### config.mk
export PLATFORM = sky130hd
export DESIGN_NAME = bilateral_scan_ctrl
export DESIGN_NICKNAME = d
export VERILOG_FILES = /design/src/rtl/bilateral_pkg.sv /design/src/rtl/bilateral_delay_pipe.sv /design/src/rtl/bilateral_scan_ctrl.sv
export SDC_FILE = /design/constraint.sdc
export NUM_CORES = 1
export LEC_CHECK = 0
export BUFFER_PORTS_ARGS = -buffer_cell sky130_fd_sc_hd__buf_4
export CAP_MARGIN = 20
export CORE_ASPECT_RATIO = 0.8
export CORE_MARGIN = 2
export CORE_UTILIZATION = 60
export CTS_CLUSTER_DIAMETER = 30
export DETAILED_ROUTE_END_ITERATION = 10
export GPL_ROUTABILITY_DRIVEN = 0
export PLACE_DENSITY_LB_ADDON = 0.15
export SLEW_MARGIN = 5
export SYNTH_ARGS = -nofsm -noshare
export SYNTH_HDL_FRONTEND = slang
export SYNTH_HIERARCHICAL = 1
export SYNTH_SLANG_ARGS = --single-unit
### constraint.sdc
create_clock -name clk -period 3.84 [get_ports clk]
set_input_delay 0.384 -clock clk [delete_from_list [all_inputs] [get_ports clk]]
set_output_delay 0.384 -clock clk [all_outputs]
set_load 0.03 [all_outputs]
### src/rtl/bilateral_pkg.sv
`default_nettype none
// ============================================================================
// Module      : bilateral_pkg
// Description : Shared defaults, types and FSM encoding for the bilateral-filter
//               scan controller.
// Revision    : 1.0 - initial release
// ============================================================================
package bilateral_pkg;

    localparam int DEF_IMG_W    = 256;
    localparam int DEF_IMG_H    = 256;
    localparam int DEF_RADIUS   = 5;
    localparam int DEF_CORE_LAT = 8;
    localparam int DEF_ADDR_W   = 16;
    localparam int PIX_W        = 8;
    localparam int TAG_W        = 8;
    localparam int CNT_W        = 20;

    typedef logic [PIX_W-1:0]      pixel_t;
    typedef logic [DEF_ADDR_W-1:0] addr_t;

    typedef enum logic [1:0] {
        IDLE  = 2'd0,
        FETCH = 2'd1,
        DRAIN = 2'd2,
        DONE  = 2'd3
    } state_t;

    function automatic bit is_pow2(input int v);
        return (v > 0) && ((v & (v - 1)) == 0);
    endfunction

endpackage
`default_nettype wire

### src/rtl/bilateral_delay_pipe.sv
`default_nettype none
// ============================================================================
// Module      : bilateral_delay_pipe
// Description : Fixed-depth valid + payload shift register with synchronous
//               clear; pending_o flags entries not yet at the output stage.
// Revision    : 1.0 - initial release
// ============================================================================
module bilateral_delay_pipe
    import bilateral_pkg::*;
#(
    parameter int DEPTH = DEF_CORE_LAT,
    parameter int WIDTH = DEF_ADDR_W
) (
    input  logic             clk,
    input  logic             rst,
    input  logic             valid_i,
    input  logic [WIDTH-1:0] data_i,
    output logic             valid_o,
    output logic [WIDTH-1:0] data_o,
    output logic             pending_o
);

    logic [DEPTH-1:0] valid_q;
    logic [WIDTH-1:0] data_q [DEPTH];

    always_ff @(posedge clk) begin
        if (rst) begin
            valid_q <= '0;
            for (int i = 0; i < DEPTH; i++) begin
                data_q[i] <= '0;
            end
        end else begin
            valid_q[0] <= valid_i;
            data_q[0]  <= data_i;
            for (int i = 1; i < DEPTH; i++) begin
                valid_q[i] <= valid_q[i-1];
                data_q[i]  <= data_q[i-1];
            end
        end
    end

    assign valid_o = valid_q[DEPTH-1];
    assign data_o  = data_q[DEPTH-1];

    generate
        if (DEPTH > 1) begin : g_pending
            assign pending_o = |valid_q[DEPTH-2:0];
        end else begin : g_no_pending
            assign pending_o = 1'b0;
        end
    endgenerate

endmodule
`default_nettype wire

### src/rtl/bilateral_scan_ctrl.sv
`default_nettype none
// ============================================================================
// Module      : bilateral_scan_ctrl
// Description : Raster-scan sequencer feeding the bilateral core and timing its
//               results back out as interior-pixel writes.
//               Optional cycle counter: define BILATERAL_SCAN_PERF_EN.
// Revision    : 1.0 - initial release
// ============================================================================
module bilateral_scan_ctrl
    import bilateral_pkg::*;
#(
    parameter int IMG_W    = DEF_IMG_W,
    parameter int IMG_H    = DEF_IMG_H,
    parameter int RADIUS   = DEF_RADIUS,
    parameter int CORE_LAT = DEF_CORE_LAT,
    parameter int ADDR_W   = DEF_ADDR_W
) (
    input  logic              clk,
    input  logic              rst,
    input  logic              in_valid,
    output logic [ADDR_W-1:0] in_addr,
    input  pixel_t            in_data,
    output logic              core_pix_valid,
    output pixel_t            core_pix,
    output logic [TAG_W-1:0]  core_row,
    output logic [TAG_W-1:0]  core_col,
    output logic              core_center,
    input  pixel_t            core_res,
    output logic              out_valid,
    output logic [ADDR_W-1:0] out_addr,
    output pixel_t            out_data,
    output logic              finish,
    output logic [CNT_W-1:0]  cycle_cnt
);

    localparam logic [ADDR_W-1:0] LAST_K   = ADDR_W'(IMG_W * IMG_H - 1);
    localparam logic [TAG_W-1:0]  COL_LAST = TAG_W'(IMG_W - 1);
    localparam logic [TAG_W-1:0]  EDGE     = TAG_W'(2 * RADIUS);
    localparam logic [ADDR_W-1:0] RAD_A    = ADDR_W'(RADIUS);

    state_t             state_q, state_d;
    logic [ADDR_W-1:0]  k_q, k_d;
    logic [TAG_W-1:0]   row_q, row_d;
    logic [TAG_W-1:0]   col_q, col_d;
    logic               fv_q;
    logic [TAG_W-1:0]   tag_row_q;
    logic [TAG_W-1:0]   tag_col_q;

    logic               w_fetch;
    logic               w_center;
    logic [ADDR_W-1:0]  w_row_off;
    logic [ADDR_W-1:0]  w_col_off;
    logic [ADDR_W-1:0]  w_centre_addr;
    logic               w_pipe_valid;
    logic [ADDR_W-1:0]  w_pipe_addr;
    logic               w_pipe_pending;

    always_comb begin
        state_d = state_q;
        k_d     = k_q;
        row_d   = row_q;
        col_d   = col_q;
        w_fetch = 1'b0;
        case (state_q)
            IDLE, FETCH: begin
                if (in_valid) begin
                    w_fetch = 1'b1;
                    if (k_q == LAST_K) begin
                        state_d = DRAIN;
                    end else begin
                        state_d = FETCH;
                        k_d     = k_q + 1'b1;
                    end
                end
            end
            // Done once nothing can still reach the output after this cycle.
            DRAIN: begin
                if (!w_center && !w_pipe_pending) begin
                    state_d = DONE;
                end
            end
            DONE: begin
                state_d = DONE;
            end
            default: begin
                state_d = IDLE;
            end
        endcase
        if (w_fetch) begin
            if (col_q == COL_LAST) begin
                col_d = '0;
                row_d = row_q + 1'b1;
            end else begin
                col_d = col_q + 1'b1;
            end
        end
    end

    always_ff @(posedge clk) begin
        if (rst) begin
            state_q   <= IDLE;
            k_q       <= '0;
            row_q     <= '0;
            col_q     <= '0;
            fv_q      <= 1'b0;
            tag_row_q <= '0;
            tag_col_q <= '0;
        end else begin
            state_q <= state_d;
            k_q     <= k_d;
            row_q   <= row_d;
            col_q   <= col_d;
            fv_q    <= w_fetch;
            if (w_fetch) begin
                tag_row_q <= row_q;
                tag_col_q <= col_q;
            end
        end
    end

    assign w_center  = fv_q && (tag_row_q >= EDGE) && (tag_col_q >= EDGE);
    assign w_row_off = ADDR_W'(tag_row_q) - RAD_A;
    assign w_col_off = ADDR_W'(tag_col_q) - RAD_A;

    generate
        if (is_pow2(IMG_W)) begin : g_shift
            assign w_centre_addr = (w_row_off << $clog2(IMG_W)) + w_col_off;
        end else begin : g_mult
            assign w_centre_addr = (w_row_off * ADDR_W'(IMG_W)) + w_col_off;
        end
    endgenerate

    bilateral_delay_pipe #(
        .DEPTH (CORE_LAT),
        .WIDTH (ADDR_W)
    ) u_delay_pipe (
        .clk       (clk),
        .rst       (rst),
        .valid_i   (w_center),
        .data_i    (w_centre_addr),
        .valid_o   (w_pipe_valid),
        .data_o    (w_pipe_addr),
        .pending_o (w_pipe_pending)
    );

    // Read data returns one cycle after the address, aligned with the fetch tags.
    assign in_addr        = k_q;
    assign core_pix_valid = fv_q;
    assign core_pix       = fv_q ? in_data : '0;
    assign core_row       = tag_row_q;
    assign core_col       = tag_col_q;
    assign core_center    = w_center;
    assign out_valid      = w_pipe_valid;
    assign out_addr       = w_pipe_valid ? w_pipe_addr : '0;
    assign out_data       = w_pipe_valid ? core_res : '0;
    assign finish         = (state_q == DONE);

`ifdef BILATERAL_SCAN_PERF_EN
    logic [CNT_W-1:0] cyc_q;
    logic             cyc_frz_q;

    // Counts through the first DONE cycle, then holds.
    always_ff @(posedge clk) begin
        if (rst) begin
            cyc_q     <= '0;
            cyc_frz_q <= 1'b0;
        end else if ((state_q != IDLE) && !cyc_frz_q) begin
            if (cyc_q != '1) begin
                cyc_q <= cyc_q + 1'b1;
            end
            cyc_frz_q <= (state_q == DONE);
        end
    end

    assign cycle_cnt = cyc_q;
`else
    assign cycle_cnt = '0;
`endif

endmodule
`default_nettype wire

==> metrics.md <==
| Metric | Value |
|---|---|
| Crit end category | register |
| GRT met3 Usage | 0.0682 |
| # IOs | between 100 and 150 |
| First-pass GRT wire length | 18.1 mm |
| Post-layout instance area | ~8000 um^2 |
| Worst Path Buf+Inv | 2 |
| Count of final hold-check violations | 0 |
| Die area | approximately 12,000 um^2 |
| Post-Syn Area | roughly 7000 um^2 |
| Reg clk slew, reported paths | ~0.07 ns |
| Slew @ Worst Pin | around 1.0 ns |
| RSZ-0062 raised after global routing | false |
| CP required | just over 4 ns |
| Clock Tree Root | clkbuf_16 |
| HP Class | in2reg |
| Largest net degree at the start of global routing | ~100 |
| Core area | around 11,000 um^2 |
| Arrival @ worst endpoint | about 3.3 ns |
| Placed inst area | 7440 um^2 |
| Number of synthesized flops with an enable pin | 0 |
| Startpoint types | register |
| Crit Path Max Fanout | 12 |
| Max IR drop VDD | around 0.00031 V |
| Vias in the first global route | a little over 4,000 |
| Post-CTS Resized | 0 |
| Synth warn | 6 |
| Wire per inst | 11.8 um |
| Vias per cell | just under 5 |
| IO buf count | 86 |
| Vias | 4,457 |
| Synthesis-stage register bit count | around 190 |
| Layout area overhead | 16.1% |
| Overall Global Routing Usage | 0.178 |
| Slowest CP cell | nor3b_4 |
| Deepest clock path buffer count | 2 |
| DRC | 0 |
| Diode count | 0 |
| GRT met2 Usage | 0.301 |
| Max capacitance violation total | 0 |
| # setup viols final | 0 |
| Post-Syn Area per Cell | 9.94 um^2 |
| Slew Viols, Final | 0 |
| DRT iter0 DRCs | 220 |
| Static leakage | 0.00330 uW |
| Ys flop type | dfxtp_1 |
| Critical path's top delay family | adder cells |
| Clock Skew | ~0.0093 ns |
| Die Height | 100 um |
| Top Usage Layer GRT | met2 |
| Worst hold slack | 0.258 ns |
| Ys async rst share | 0 |
| CP max stage delay | 0.53 ns |
| Final Cycle Share | 0.783 |
| Sequential area share after synthesis | 0.539 |
| Initial antenna violation count | 0 |
| Final core occ | 0.708 |
| Cell count after synthesis | roughly 700 |
| Num rows | 35 |
| 1st-pass router iterations | 4 |
| Cell mode on critical path | nor2b_1 |
| Post-route ant nets | 0 |
| WS Path Type | reg2reg |
| GR Layer Usage met1 | 0.207 |
| Worst-path cell chain | inv_1, ha_1, nor2b_1, nor3b_4, ha_1, inv_1, fa_1, nor2b_1, nor3_1, o21bai_1, maj3_1, xor2_1, nor2b_1 |
| Period minus WS final | between 3 and 4 ns |
| Sink Count | about 190 |
| Status | finished clean |
| WL final | ~11 mm |
| Clock tree from TritonCTS | yes |
| H-tree Lvls | 4 |
| Setup_tns | 0 ns |
| Total Power | 3890 uW |
| Final HPWL DP | between 7 and 8 mm |
| Share of layout cells above drive strength 1 | 0.167 |
| Clk Latency, worst-skew pair | between 0.4 and 0.5 ns |
| Max frequency | around 330 MHz |
| Final #Nets | around 790 |
| Initial Util | 0.610 |
| Die width | roughly 120 um |
| PwrDens | around 480 nW/um^2 |
| Total CTS buffers | 17 |
| Post-synthesis cell type count | 50 |
| Total grt overflow | 0 |
| Setup Buffers After CTS | 0 |
| CTS Hold Bufs | 0 |
| Max_slew headroom | 0.314 |
## synthesized netlist by cell type (2+ instances only)
master	count	area share
nor4_1	7	0.0063
a21o_1	2	0.0022
clkbuf_1	13	0.0070
nor3_1	14	0.010
ha_1	13	0.023
mux2i_1	3	0.0043
o31ai_1	2	0.0022
a21oi_1	24	0.017
o211ai_1	4	0.0043
xor2_1	21	0.026
dfxtp_1	187	0.54
and3_1	3	0.0027
and2_1	34	0.031
inv_1	14	0.0076
o21ai_0	12	0.0086
buf_2	11	0.0079
buf_6	5	0.0081
o21bai_1	2	0.0022
nor2b_1	139	0.13
nor2_1	41	0.022
nand4_1	9	0.0081
nand3_1	8	0.0058
nand2_1	46	0.025
or3_1	5	0.0045
buf_4	36	0.039
xnor2_1	18	0.023
a211oi_1	3	0.0032
## worst register-to-register path, cell delays in order, from the launching register on
cell,delay [ns]
dfxtp_1,0.33
inv_1,0.12
ha_1,0.21
nor2b_1,0.11
nor3b_4,0.53
ha_1,0.31
inv_1,0.06
fa_1,0.39
nor2b_1,0.18
nor3_1,0.09
o21bai_1,0.16
maj3_1,0.20
xor2_1,0.06
nor2b_1,0.12
## report_power, final
part           total (uW)  switching (uW)  internal (uW)  leakage, uW
Combinational         141            94.8           46.5      0.00148
Sequential           1990            12.0           1970      0.00152
Clock                1760             817            947     0.000304
## kinds of logic after synthesis
logic type,Yosys count,synth area share
XOR/XNOR,40,0.0515
flip-flops,187,0.539
other,1,0.000540
AO/OA/AOI/OAI,55,0.0486
AND/OR/NAND/NOR,318,0.258
adder cells (fa/ha/maj),15,0.0277
buffers and inverters,80,0.0701
multiplexers,3,0.00432
## cell usage in the layout (no fill, tap or decap), drive strengths merged, types with 6 or more instances in the layout
cell | synthesis | routed
xnor2 | 18 | 18
and2 | 34 | 34
nor2b | 139 | 139
o21ai | 13 | 13
buf | 53 | 88
nand4 | 10 | 10
nor3 | 15 | 15
inv | 14 | 22
nand3 | 8 | 8
clkinv | 0 | 6
clkbuf | 13 | 17
nor4 | 8 | 8
nand2 | 46 | 46
ha | 13 | 13
a21oi | 24 | 24
conb | 1 | 20
nor2 | 41 | 41
dfxtp | 187 | 187
xor2 | 22 | 22
## registers in the layout, summed over array words and instances (netlist names)
register	count
u_delay_pipe/data_q	128
core_row	8
core_pix_valid	1
col_q	8
core_col	8
u_delay_pipe/valid_q	8
in_addr	16
state_q	2
row_q	8
## per-stage QoR
| stage | worst slack, ns | instances |
|---|---|---|
| 6_report | 0.834 | 920 |
| 5_1_grt | 0.565 | 920 |
| 4_1_cts | 0.817 | 920 |
| 3_5_place_dp | 0.858 | 888 |
| 3_3_place_gp | 0.995 | 888 |
| 2_1_floorplan | 1.06 | 718 |
## per-layer routing
| layer | vias to the layer above | share of wire |
|---|---|---|
| li1 | 2314 | - |
| met1 | 2025 | 0.46 |
| met2 | 102 | 0.47 |
| met3 | 16 | 0.062 |
| met4 | 0 | 0.014 |
| met5 | - | 0 |
## area by class of cell
cell class | instances | area [um^2]
Tap cell | 148 | 185
Clock buffer | 17 | 425
Timing Repair Buffer | 88 | 673
Inverter | 14 | 52.6
Clock inverter | 15 | 196
Sequential cell | 187 | 3740
Fill cell | 860 | 3320
Multi-Input combinational cell | 451 | 2790
## path summary, 6_finish.rpt
kind	start	to	slack (ns)	cells past startpoint
setup / recovery	core_col[0]	u_delay_pipe/data_q[0][14]	0.83	13
hold / removal	in_valid	state_q[1]	0.26	3
setup reg to reg	core_col[0]	u_delay_pipe/data_q[0][14]	0.83	13
hold reg to reg	u_delay_pipe/data_q[0][30]	u_delay_pipe/data_q[0][46]	0.43	1
Power figures use the tool's default switching activity.
